### src/rtl/csr_rmw_sequencer.sv
// CSR read-modify-write initiator: takes one decoded CSRRW/RS/RC(I) op from execute,
// drives the strobe/ack CSR bus, applies skip/privilege/read-only rules and returns rd data or illegal.
module csr_rmw_sequencer #(
    parameter int XLEN         = 32,
    parameter int TIMEOUT_CYCS = 16
) (
    input  logic            clock,
    input  logic            reset,
    input  logic            req_valid,
    output logic            req_ready,
    input  logic [2:0]      req_funct3,
    input  logic [11:0]     req_csr_addr,
    input  logic [XLEN-1:0] req_rs1_value,
    input  logic [4:0]      req_rs1_idx,
    input  logic [4:0]      req_rd_idx,
    input  logic [1:0]      req_priv,
    output logic            csr_rd_en,
    output logic            csr_wr_en,
    output logic [11:0]     csr_addr,
    output logic [XLEN-1:0] csr_wdata,
    input  logic            csr_ack,
    input  logic [XLEN-1:0] csr_rdata,
    input  logic            csr_err,
    output logic            rsp_valid,
    input  logic            rsp_ready,
    output logic [4:0]      rsp_rd_idx,
    output logic            rsp_rd_we,
    output logic [XLEN-1:0] rsp_rd_value,
    output logic            rsp_illegal
);

    localparam int CW = $clog2(TIMEOUT_CYCS);
    localparam logic [CW-1:0] LAST_CYC = CW'(TIMEOUT_CYCS - 1);

    typedef enum logic [1:0] {IDLE, RD, WR, RESP} state_t;

    state_t          state, state_next;
    logic [1:0]      op_kind;
    logic [11:0]     op_addr;
    logic [XLEN-1:0] op_src;
    logic [4:0]      op_rd;
    logic            op_do_write;
    logic [XLEN-1:0] old_value;
    logic            did_read;
    logic            illegal;
    logic [CW-1:0]   tmo_cnt;

    logic            accept;
    logic [XLEN-1:0] acc_src;
    logic            acc_is_rw;
    logic            acc_do_read;
    logic            acc_do_write;
    logic            acc_illegal;
    logic            timed_out;

    always_comb begin
        accept       = req_valid && (state == IDLE);
        acc_src      = req_funct3[2] ? {{(XLEN-5){1'b0}}, req_rs1_idx} : req_rs1_value;
        acc_is_rw    = (req_funct3[1:0] == 2'b01);
        acc_do_read  = !(acc_is_rw && (req_rd_idx == 5'd0));
        acc_do_write = acc_is_rw || (req_rs1_idx != 5'd0);
        acc_illegal  = (req_funct3[1:0] == 2'b00) || (req_csr_addr[9:8] > req_priv) ||
                       (acc_do_write && (req_csr_addr[11:10] == 2'b11));
        // An ack on the final allowed strobe cycle still wins over the timeout.
        timed_out    = (tmo_cnt == LAST_CYC) && !csr_ack;
    end

    always_ff @(posedge clock) begin
        if (reset) state <= IDLE;
        else       state <= state_next;
    end

    always_comb begin
        state_next = state;
        case (state)
            IDLE: if (accept) state_next = acc_illegal ? RESP : (acc_do_read ? RD : WR);
            RD: begin
                if (csr_ack)        state_next = (csr_err || !op_do_write) ? RESP : WR;
                else if (timed_out) state_next = RESP;
            end
            WR:   if (csr_ack || timed_out) state_next = RESP;
            RESP: if (rsp_ready) state_next = IDLE;
            default: state_next = IDLE;
        endcase
    end

    always_ff @(posedge clock) begin
        if (reset) begin
            op_kind     <= '0;
            op_addr     <= '0;
            op_src      <= '0;
            op_rd       <= '0;
            op_do_write <= 1'b0;
            old_value   <= '0;
            did_read    <= 1'b0;
            illegal     <= 1'b0;
            tmo_cnt     <= '0;
        end else begin
            case (state)
                IDLE: if (accept) begin
                    op_kind     <= req_funct3[1:0];
                    op_addr     <= req_csr_addr;
                    op_src      <= acc_src;
                    op_rd       <= req_rd_idx;
                    op_do_write <= acc_do_write;
                    old_value   <= '0;
                    did_read    <= 1'b0;
                    illegal     <= acc_illegal;
                    tmo_cnt     <= '0;
                end
                RD: begin
                    if (csr_ack) begin
                        if (csr_err) illegal <= 1'b1;
                        else begin
                            old_value <= csr_rdata;
                            did_read  <= 1'b1;
                        end
                        tmo_cnt <= '0;
                    end else if (timed_out) illegal <= 1'b1;
                    else                    tmo_cnt <= tmo_cnt + 1'b1;
                end
                WR: begin
                    if (csr_ack) begin
                        if (csr_err) illegal <= 1'b1;
                    end else if (timed_out) illegal <= 1'b1;
                    else                    tmo_cnt <= tmo_cnt + 1'b1;
                end
                default: ;
            endcase
        end
    end

    always_comb begin
        req_ready    = (state == IDLE);
        csr_rd_en    = (state == RD);
        csr_wr_en    = (state == WR);
        rsp_valid    = (state == RESP);
        csr_addr     = op_addr;
        csr_wdata    = '0;
        if (state == WR) begin
            case (op_kind)
                2'b01:   csr_wdata = op_src;
                2'b10:   csr_wdata = old_value | op_src;
                default: csr_wdata = old_value & ~op_src;
            endcase
        end
        rsp_rd_idx   = op_rd;
        rsp_rd_value = old_value;
        rsp_illegal  = (state == RESP) && illegal;
        rsp_rd_we    = (state == RESP) && !illegal && (op_rd != 5'd0) && did_read;
    end

endmodule

### config.mk
export PLATFORM = sky130hd
export DESIGN_NAME = csr_rmw_sequencer
export DESIGN_NICKNAME = d
export VERILOG_FILES = /design/src/rtl/csr_rmw_sequencer.sv
export SDC_FILE = /design/constraint.sdc
export NUM_CORES = 1
export LEC_CHECK = 0
export CAP_MARGIN = 40
export CORE_ASPECT_RATIO = 1.4
export CORE_MARGIN = 2
export CORE_UTILIZATION = 30
export CTS_BUF_LIST = sky130_fd_sc_hd__clkbuf_16
export DETAILED_ROUTE_END_ITERATION = 10
export PLACE_DENSITY_LB_ADDON = 0.25
export REMOVE_ABC_BUFFERS = 1
export SYNTH_ARGS = -nofsm -noshare
export SYNTH_HDL_FRONTEND = slang
export SYNTH_SLANG_ARGS = --single-unit
### constraint.sdc
create_clock -name clock -period 2.06 [get_ports clock]
set_input_delay 0.309 -clock clock [delete_from_list [all_inputs] [get_ports clock]]
set_output_delay 0.309 -clock clock [all_outputs]
set_load 0.02 [all_outputs]
Yosys cells after proc, flatten, opt, wreduce, memory -nomap -nowiden --
Cells that the tools add are included.
Storage, ports and cells: register bits 92, latch bits 0, bits in writable memories 0, memory bits (read-only) 0, bits of input ports 97, output and inout port bits 87, word-level logic and storage cells 92, memories kept 0
Cells by class: add/sub/neg operators 1, multipliers 0, div/mod/pow operators 0, order comparisons 1, eq/ne operators 17, shift operators 0, muxes and demuxes 30, bitwise logic cells 3, reductions and logical operators 30
Operator list (number):
- two-way mux 32 bit | 5
- one-hot mux 32 bit (2 select lines) | 2
- AND 32 bit | 1
- inverter 32 bit | 1
- OR 32 bit | 1
- two-way mux 4 bit | 4
- two-way mux 2 bit | 7
- one-hot mux 4 bit (3 select lines) | 1
- AND reduction 4 bit | 3
- nonzero test 5 bit | 2
- equality test 2 bit (second input constant) | 4
- logical AND 1 bit | 8
- two-way mux 1 bit | 8
- != test 2 x 1 -> 1 bit (second input constant) | 4
- one-hot mux 2 bit (4 select lines) | 1
- equality test 2 x 1 -> 1 bit (second input constant) | 3
- != test 3 x 1 -> 1 bit (second input constant) | 2
- logical NOT 5 bit | 1
- logical OR 1 bit | 5
- adder 4 x 1 -> 4 bit (second input constant) | 1
- equality test 4 bit (second input constant) | 1
- logical NOT 2 bit | 2
- != test 2 bit (second input constant) | 2
- one-hot mux 1 bit (2 select lines) | 2
- 8 further kinds | 11

Logic depth before layout (Yosys ltp) --
Gate-level depths: netlist of the first run.
depth after elaboration 7, gate-level depth with buffers 8, mapped depth without buffers 7

Worst setup path after synthesis of the first run --
Ideal clock, no wire load.
path type flip-flop to output port, start point register op_kind[0], end point output csr_wdata[10], arrival time 1587 ps, data required time 1751 ps, path slack 164 ps, stages on the path, launching flop included 7, cells stage by stage dfxtp_1 inv_1 ha_1 nor2_1 clkbuf_1 a21oi_1 nor2b_1
On the way: word-level cells in the longest chain between the ends 3, elaborated cells between the ends (all ways) 4
RTL lines:
- from (decl) | RTL line 38 | logic [1:0] op_kind;
- from (signal assigned) | RTL line 101 | op_kind <= req_funct3[1:0];
- equality test 2 bit or equality test 2 x 1 -> 1 bit (tied branches) | RTL line 141 | case (op_kind)
- one-hot mux 32 bit (2 select lines) * | RTL line 141
- two-way mux 32 bit * | RTL line 140 | if (state == WR) begin
- to (decl) | RTL line 20 | output logic [XLEN-1:0] csr_wdata,
Mark *: on every way between the ends. The rest lies on a longest branch, timed or not.

Final worst setup path of the first run --
start point register op_kind[0], end point output csr_wdata[30]
Same word-level chain as after synthesis.

==> results of run 1 <==
per-layer routing:
| metal | vias to the layer above | share of wire, % |
|---|---|---|
| met5 | - | 0 |
| met4 | 0 | 3.7 |
| met3 | 36 | 5.1 |
| met2 | 156 | 53 |
| met1 | 2207 | 39 |
| li1 | 2339 | - |
through the flow:
| step | std cells | setup slack, ns |
|---|---|---|
| floorplan | 522 | -0.9047 |
| global placement | 922 | -0.4687 |
| detailed placement | 922 | -0.5292 |
| CTS | 949 | -0.1526 |
| global route | 949 | -0.2131 |
| finish | 949 | -0.1392 |
worst reg2reg max path, cell delays in order, from the launching register on:
cell       delay [ns]
dfxtp_1          0.39
inv_1            0.11
ha_1             0.25
and2b_1          0.27
a21oi_1          0.15
nand2_1          0.09
a2111oi_1        0.49
a2111oi_1        0.12
state kept, by name, summed over array words and instances (netlist names):
register      count
op_src           32
rsp_rd_value     32
csr_addr         12
rsp_rd_idx        5
tmo_cnt           4
op_kind           2
state             2
did_read          1
illegal           1
op_do_write       1
what timing repair did:
action	in CTS	in global routing
endpoints found under the setup margin	38	35
pin swaps	16	8
gates cloned	3	1
setup buffers	10	1
gates resized for setup	208	19
cell type report:
| cell class | count | area (um2) |
|---|---|---|
| clock buffer | 9 | 225.2 |
| clock inverter | 6 | 26.28 |
| fill | 1358 | 7282 |
| inverter | 8 | 30.03 |
| multi-input combinational | 423 | 2645 |
| sequential | 92 | 1844 |
| tap | 189 | 236.5 |
| timing repair buffer | 222 | 2220 |
path summary, 6_finish.rpt:
kind	startpoint	endpoint	slack, ns	depth (start not counted)
max	op_kind[0]	csr_wdata[30]	-0.14	9
min	reset	tmo_cnt[1]	0.29	2
max reg2reg	state[0]	state[0]	0.05	7
min reg2reg	csr_addr[0]	csr_addr[0]	0.46	2
placed cells by master, fill, tap and decap left out, types with 6 or more instances in the layout:
master,netlist,final
clkdlybuf4s50_1,0,145
nand2_1,104,103
a21oi_1,114,96
dfxtp_1,92,90
buf_4,0,53
nor2b_1,35,35
nand3_1,34,34
nand3b_1,29,29
nor3b_2,0,20
a21oi_2,0,17
nor3b_1,32,12
nor2_1,16,12
buf_12,0,12
clkbuf_16,0,10
inv_1,8,9
a211oi_1,7,7
mux2i_1,6,6
logic make-up after synthesis:
family | after synthesis | synth area share, %
fa+ha+maj | 10 | 2.806
compound gates | 139 | 17.71
simple gates | 267 | 31.71
mux | 6 | 1.347
buf+inv | 52 | 5.135
flops | 92 | 41.30
power breakdown:
part / internal [mW] / total [mW] / switching, mW
clock network: 0.790 / 1.45 / 0.658
registers: 2.07 / 2.30 / 0.229
logic: 1.58 / 3.59 / 2.00
total: 4.44 / 7.33 / 2.89
==> parameters.txt, run 1 <==
Parameter                              Value

Worst setup path
  Critical path's slowest cell    dfxtp_2
  Sequence of cells on the critical path    inv_2 > ha_4 > buf_6 > nor2_4 > buf_6 > clkbuf_16 > a21oi_1 > nor2b_1 > buf_4
  Biggest cell delay along the critical path    0.33 ns
  Kind of end point of the critical path    output pin
  Cell family with the largest share of critical-path delay    buffers and inverters
  Maximum fanout along the worst path    6
  Most prevalent standard cell on the critical path    buf_6
  Sort of element at the start of the critical path    flip-flop
  Buffer and inverter count on the worst path    5
  WS Path Type    reg -> out
  Critical Path AT    1.89 ns
  Data required, critical path    between 1.5 and 2 ns

STA
  Hold_ws    between 0.2 and 0.3 ns
  Peak clock frequency supported by timing    0.4547 GHz
  Minimum clock period    2.199 ns
  Unrepaired setup endpoints after global routing    yes
  Slew margin rel.    65.94%
  Setup_tns    -2.491 ns
  Final worst-path setup slack    -0.1392 ns
  Final count of pins violating max slew    0
  Final count of negative-setup-slack endpoints    32
  Post-route clock skew    0.005085 ns
  Hold Fails Final Rpt    0
  Share of the clock period used by the worst path after layout    106.8%
  Slew at the pin with the worst max-slew slack    0.5109 ns

Pwr
  Pwr Density    1014 mW/mm2
  Static power due to leakage    between 2 and 3 nW
  Overall power    7.329 mW
  Maximum resistive drop on vdd    0.4794 mV

Routing
  Initial detailed-routing violation count    143
  Post-detailed-routing wire length    15.98 mm
  TritonRoute pass-1 iters    5
  Vias post-DR    4738
  DRC viols    0
  Routed wirelength normalized by instance count    16.84 um
  Number of antenna-violating nets in the routed design    0
  Number of vias per cell after detailed routing    4.993

Floorplan
  Full die area    0.01587 mm2
  Die Span Y    148.3 um
  Placeable core region    0.01451 mm2
  Initial Utilization    30.73%
  Die span in x    107.0 um
  Rows    52
  Boundary Pins    between 150 and 200

Clock network
  Total of hold buffers inserted after clock tree synthesis    0
  Number of levels in the clock H-tree    3
  Clock buffers created by TritonCTS    9
  Clock network latency to the later pin of the worst-skew pair    0.34 ns
  Buffer depth of the longest clock path    2
  Count of clock tree sinks    92
  CTS clock-pin slew for the worst setup and hold paths    0.06 ns
  TritonCTS clock tree    built
  Clock root buffer    clkbuf_16

Layout
  Core Util, Final    49.81%
  Share of layout cells above drive strength 1    between 10% and 20%
  Area growth from synthesis to layout    62.07%
  Net count of the finished layout    863
  Finished Cell Area    0.007227 mm2
  Antenna diode count    0

Global routing
  Global routing's busiest layer    met2
  Number of antenna violations at the first check in global routing    0
  Met2 Track Usage GR    36.52%
  First-pass GRT wire length    24.96 mm
  Total overflow reported by the global router    0
  Via count of the first global-routing pass    between 4k and 5k
  Met3 track demand over resource in global routing    about 3.2%
  Overall track demand over capacity in global routing    19.77%
  Largest net degree at the start of global routing    46
  GRT met1 Usage    a little over a fifth

Logic synthesis
  Yosys top cell by area    dfxtp_1
  Number of distinct library cells after synthesis    41
  Area share of the largest cell type after synthesis    41.30%
  Post-synth ARST share    0%
  Mean instance size in the synthesized netlist    7.879 um2
  Synth Warn #    0
  Post-synthesis instance area    0.004459 mm2
  Post-synth EDFFs    0
  Gate Count Post-Synth    566
  Synth area leaders    dfxtp_1 41%, a21oi_1 13%, nand2_1 8.8%, nor3b_1 5.4%, nor2b_1 4.9%
  Seq/Total Area, Yosys    about 41%
  Most instantiated cells after synthesis    114 x a21oi_1, 104 x nand2_1, 92 x dfxtp_1
  Flop and latch count out of synthesis    92
  Dominant cell by count in the synthesized netlist    a21oi_1
  Dominant synthesized flop cell    dfxtp_1

Worst hold path
  Classification of the worst-slack hold path    in -> reg

Run status
  Status    finished with violations
  Failing checks    setup timing

Flow run
  Max-cap violation count    0

Placement
  Placed instance area    0.006645 mm2
  DP HPWL    10.94 mm
  GP Congestion    0.8609
  Number of port buffers    183
(Power assumes the default switching activity.)
==> inputs of run 2 (changes only) <==
CTS_BUF_LIST = not set   (was sky130_fd_sc_hd__clkbuf_16)
==> parameters.txt, run 2 (synthesized netlist as in run 1, its figures left out) <==
Parameter                              Value

Run status
  Status    finished with violations
  Failing checks    setup timing

Clock network
  Clock root buffer    clkbuf_16
  Total of hold buffers inserted after clock tree synthesis    0
  Clock buffers created by TritonCTS    9
  CTS clock-pin slew for the worst setup and hold paths    0.06 ns
  Buffer depth of the longest clock path    2
  Number of levels in the clock H-tree    3
  Count of clock tree sinks    92
  TritonCTS clock tree    built
  Clock network latency to the later pin of the worst-skew pair    0.34 ns

Placement
  Inst Count DP    922
  GP Congestion    0.8609
  Number of port buffers    183
  DP HPWL    10.94 mm

Worst hold path
  Classification of the worst-slack hold path    in -> reg

STA
  Share of the clock period used by the worst path after layout    106.7%
  Hold Fails Final Rpt    0
  Peak clock frequency supported by timing    0.4551 GHz
  Minimum clock period    2.197 ns
  Final count of pins violating max slew    0
  Final count of negative-setup-slack endpoints    32
  Post-route clock skew    0.005367 ns
  Hold_ws    0.2929 ns
  Slew at the pin with the worst max-slew slack    0.5233 ns
  Unrepaired setup endpoints after global routing    yes
  Setup_tns    -2.441 ns
  Slew margin rel.    between 60% and 70%
  Final worst-path setup slack    -0.1372 ns

Floorplan
  Placeable core region    ~0.015 mm2
  Boundary Pins    184
  Initial Utilization    30.73%
  Die Span Y    148.3 um
  Full die area    0.01587 mm2
  Rows    52
  Die span in x    107.0 um

Routing
  Number of antenna-violating nets in the routed design    0
  Routed wirelength normalized by instance count    about 17 um
  DRC viols    0
  Post-detailed-routing wire length    16.00 mm
  Initial detailed-routing violation count    135
  Number of vias per cell after detailed routing    4.978
  Vias post-DR    4724
  TritonRoute pass-1 iters    4

Global routing
  First-pass GRT wire length    between 20 and 25 mm
  Overall track demand over capacity in global routing    19.78%
  Largest net degree at the start of global routing    46
  Total overflow reported by the global router    0
  Via count of the first global-routing pass    4919
  Number of antenna violations at the first check in global routing    0

Worst setup path
  Sequence of cells on the critical path    inv_2 > ha_4 > buf_6 > nor2_4 > buf_6 > clkbuf_16 > a21oi_1 > nor2b_1 > buf_4
  Sort of element at the start of the critical path    flip-flop
  Most prevalent standard cell on the critical path    buf_6
  Maximum fanout along the worst path    6
  Critical path's slowest cell    dfxtp_2
  Kind of end point of the critical path    output pin
  Data required, critical path    1.75 ns
  Critical Path AT    about 1.9 ns
  Cell family with the largest share of critical-path delay    buffers and inverters
  Buffer and inverter count on the worst path    5
  WS Path Type    reg -> out
  Biggest cell delay along the critical path    0.33 ns

Layout
  Share of layout cells above drive strength 1    19.34%
  Area growth from synthesis to layout    62.51%
  Count of placed standard cells in the final layout, fillers left out    949
  Number of filler instances in the final layout    approximately 1.4k
  Net count of the finished layout    between 800 and 900
  Leading cell types in the layout, fill and taps excluded    145 x clkdlybuf4s50_1, 103 x nand2_1, 96 x a21oi_1, 90 x dfxtp_1, 53 x buf_4
  Antenna diode count    0
  Most frequent standard cell in the layout excluding fill and tap cells    clkdlybuf4s50_1
  Core Util, Final    between 40% and 50%

Pwr
  Pwr Density    1024 mW/mm2
  Static power due to leakage    2.593 nW
  Maximum resistive drop on vdd    0.4816 mV

Flow run
  Max-cap violation count    0
## run 2: changes by cell type in the layout (fill, tap and decap cells not counted), sizes merged
cell / before / now
clkbuf: 10 / 15
clkinv: 2 / 0
inv: 11 / 8
## run 2: stage by stage
stage	area (um2)	worst slack, ns	power [mW]
3_3_place_gp	6645	-0.4687	5.575
3_5_place_dp	6645	-0.5292	5.655
5_1_grt	7247	-0.2126	7.876
2_1_floorplan	4260	-0.9047	3.867
4_1_cts	7184	-0.1531	7.465
6_report	7247	-0.1372	7.422
## run 2: layer usage
layer	track usage [%]	routed length (um)	vias to the layer above	share of wire, %
met1	21.32	6185	2209	39
met3	3.243	790	37	4.9
met5	0	0	-	0
met4	10.13	599	0	3.7
met2	36.55	8426	140	53
li1	-	-	2338	-
## run 2: final timing paths
kind	from	endpoint	slack, ns	cells after the start
min reg2reg	csr_addr[0]	csr_addr[0]	0.46	2
max reg2reg	state[0]	state[0]	0.04	7
max	op_kind[0]	csr_wdata[30]	-0.14	9
min	reset	tmo_cnt[1]	0.29	2
## run 2: area by class of cell
class | count | area, um2 | area share, %
inverters | 8 | 30.03 | 0.4144
repair buffers | 222 | 2220 | 30.63
clock buffers | 14 | 264.0 | 3.643
flip-flops and latches | 92 | 1844 | 25.45
well taps | 189 | 236.5 | 3.263
clock inverters | 1 | 7.507 | 0.1036
multi-input cells | 423 | 2645 | 36.50
## run 2: repair_timing
item | 4_1_cts | 5_1_grt
gates cloned | 3 | 1
setup buffers | 10 | 1
gates resized for setup | 208 | 19
pin swaps | 16 | 8
setup endpoints to repair | 38 | 35
## run 2: where the power goes
group / switching [mW] / total (mW) / internal, mW
logic: 2.01 / 3.59 / 1.58
clock network: 0.658 / 1.54 / 0.879
registers: 0.230 / 2.30 / 2.07
total: 2.90 / 7.42 / 4.53
==> inputs of run 3 (changes only) <==
DONT_BUFFER_PORTS = 1   (was not set)
clock period = 2.7 ns   (was 2.06 ns; I/O delays follow)
==> parameters.txt, run 3 (synthesized netlist as in run 1, its figures left out) <==
Parameter                              Value

Worst setup path
  Internal reg-to-reg setup slack    approximately 0.45 ns
  WS Path Type    reg -> out
  Register-to-Register Path Depth    7
  Critical path's slowest cell    nor2b_1
  Origin of the critical flop-to-flop path    state[0]
  Biggest cell delay along the critical path    0.38 ns
  Critical Path AT    2.09 ns
  Maximum fanout along the worst path    32
  Sequence of cells on the critical path    inv_1 > ha_1 > nor2_2 > buf_4 > a21oi_1 > nor2b_1
  Data required, critical path    roughly 2.3 ns
  Sort of element at the start of the critical path    flip-flop
  Kind of end point of the critical path    output pin
  Crit Reg-Reg Endpoint    tmo_cnt[1]

STA
  Slew margin rel.    about 56%
  Unrepaired setup endpoints after global routing    no
  Share of the clock period used by the worst path after layout    just over 90%
  Final count of pins violating max slew    0
  Hold Fails Final Rpt    0
  Final count of negative-setup-slack endpoints    0
  Slew at the pin with the worst max-slew slack    0.6506 ns
  Post-route clock skew    approximately 0.0058 ns
  Setup_tns    0 ns
  Peak clock frequency supported by timing    between 0.4 and 0.5 GHz
  Final worst-path setup slack    0.2039 ns
  Minimum clock period    2.496 ns

Clock network
  Number of levels in the clock H-tree    3
  Clock root buffer    clkbuf_16
  Buffer depth of the longest clock path    2
  TritonCTS clock tree    built
  Buffers inserted by post-CTS timing repair    0
  Clock buffers created by TritonCTS    9
  CTS clock-pin slew for the worst setup and hold paths    around 0.07 ns
  Post-CTS sizing    0
  Clock network latency to the later pin of the worst-skew pair    0.34 ns
  Total of hold buffers inserted after clock tree synthesis    0
  Count of clock tree sinks    92

Floorplan
  Die span in x    107.0 um
  Die Span Y    148.3 um
  Full die area    0.01587 mm2
  Boundary Pins    184
  Placeable core region    0.01451 mm2
  Rows    52
  Initial Utilization    30.73%

Layout
  Core Util, Final    34.04%
  Leading cell types in the layout, fill and taps excluded    114 x a21oi_1, 103 x nand2_1, 92 x dfxtp_1, 35 x nor2b_1, 34 x nand3_1
  Count of placed standard cells in the final layout, fillers left out    738
  Antenna diode count    0
  Area growth from synthesis to layout    10.75%
  Most frequent standard cell in the layout excluding fill and tap cells    a21oi_1
  Share of layout cells above drive strength 1    7.468%
  Net count of the finished layout    652

Flow run
  Max-cap violation count    0

Global routing
  First-pass GRT wire length    20.59 mm
  Number of antenna violations at the first check in global routing    0
  Via count of the first global-routing pass    roughly 4.0k
  Total overflow reported by the global router    0
  Overall track demand over capacity in global routing    16.44%
  Largest net degree at the start of global routing    94

Routing
  Routed wirelength normalized by instance count    18.04 um
  TritonRoute pass-1 iters    4
  Initial detailed-routing violation count    183
  Post-detailed-routing wire length    13.31 mm
  Number of vias per cell after detailed routing    about 5.3
  DRC viols    0
  Vias post-DR    3909
  Number of antenna-violating nets in the routed design    0

Placement
  Inst Count DP    about 720
  GP Congestion    roughly 0.81
  Number of port buffers    0
  DP HPWL    9.323 mm
  Worst slack after detailed placement    between 0.4 and 0.5 ns

Run status
  Status    complete, no violations

Pwr
  Pwr Density    about 970 mW/mm2
  Maximum resistive drop on vdd    0.3339 mV
  Overall power    4.797 mW
  Static power due to leakage    roughly 1.6 nW

Worst hold path
  Classification of the worst-slack hold path    in -> reg
  Start point of the worst min-delay path    reset
  Hold endpoint    csr_addr[11]
  Hold depth    1
[run 3: cell type report]
type | instances | area [um2]
clock buffers | 10 | 239.0
clock inverters | 5 | 38.79
fillers | 1513 | 9570
inverters | 8 | 30.03
multi-input cells | 422 | 2412
flip-flops and latches | 92 | 1842
well taps | 189 | 236.5
repair buffers | 12 | 140.1
[run 3: per-layer routing]
layer | GRT usage (%) | wire length (um)
met5 | 0 | 0
met2 | 30.28 | 7061
met4 | 6.818 | 318
met1 | 17.51 | 5166
met3 | 4.251 | 763
[run 3: critical path, delay by kind of cell, from the launching register on]
kind,cells,cell delay (ns)
AND/OR/NAND/NOR,2,0.50
adder cells (fa/ha/maj),1,0.34
buffers and inverters,2,0.40
AO/OA/AOI/OAI,1,0.14
flip-flops,1,0.36
[run 3: worst max-delay path by stage]
stage,cells after the start,from,slack (ns),to
after floorplan,6,state[1],-0.26,rsp_rd_value[0]
after global placement,6,op_kind[0],0.56,csr_wdata[26]
after detailed placement,7,state[0],0.45,tmo_cnt[1]
after CTS,6,op_kind[0],0.17,csr_wdata[2]
after global routing,6,op_kind[0],0.05,csr_wdata[13]
final,6,op_kind[0],0.20,csr_wdata[13]
[run 3: metrics by stage]
step / hold WS, ns / instance area (um2)
floorplan: 0.4305 / 4260
global placement: 0.4472 / 4661
detailed placement: 0.4512 / 4661
CTS: 0.1220 / 4938
global route: 0.1210 / 4938
finish: 0.1469 / 4938
[run 3: power by group]
| part | switching (mW) | total [mW] | internal [mW] |
|---|---|---|---|
| registers | 0.321 | 1.90 | 1.57 |
| clock network | 0.556 | 1.20 | 0.646 |
| logic | 1.11 | 1.70 | 0.593 |
| total | 1.98 | 4.80 | 2.81 |
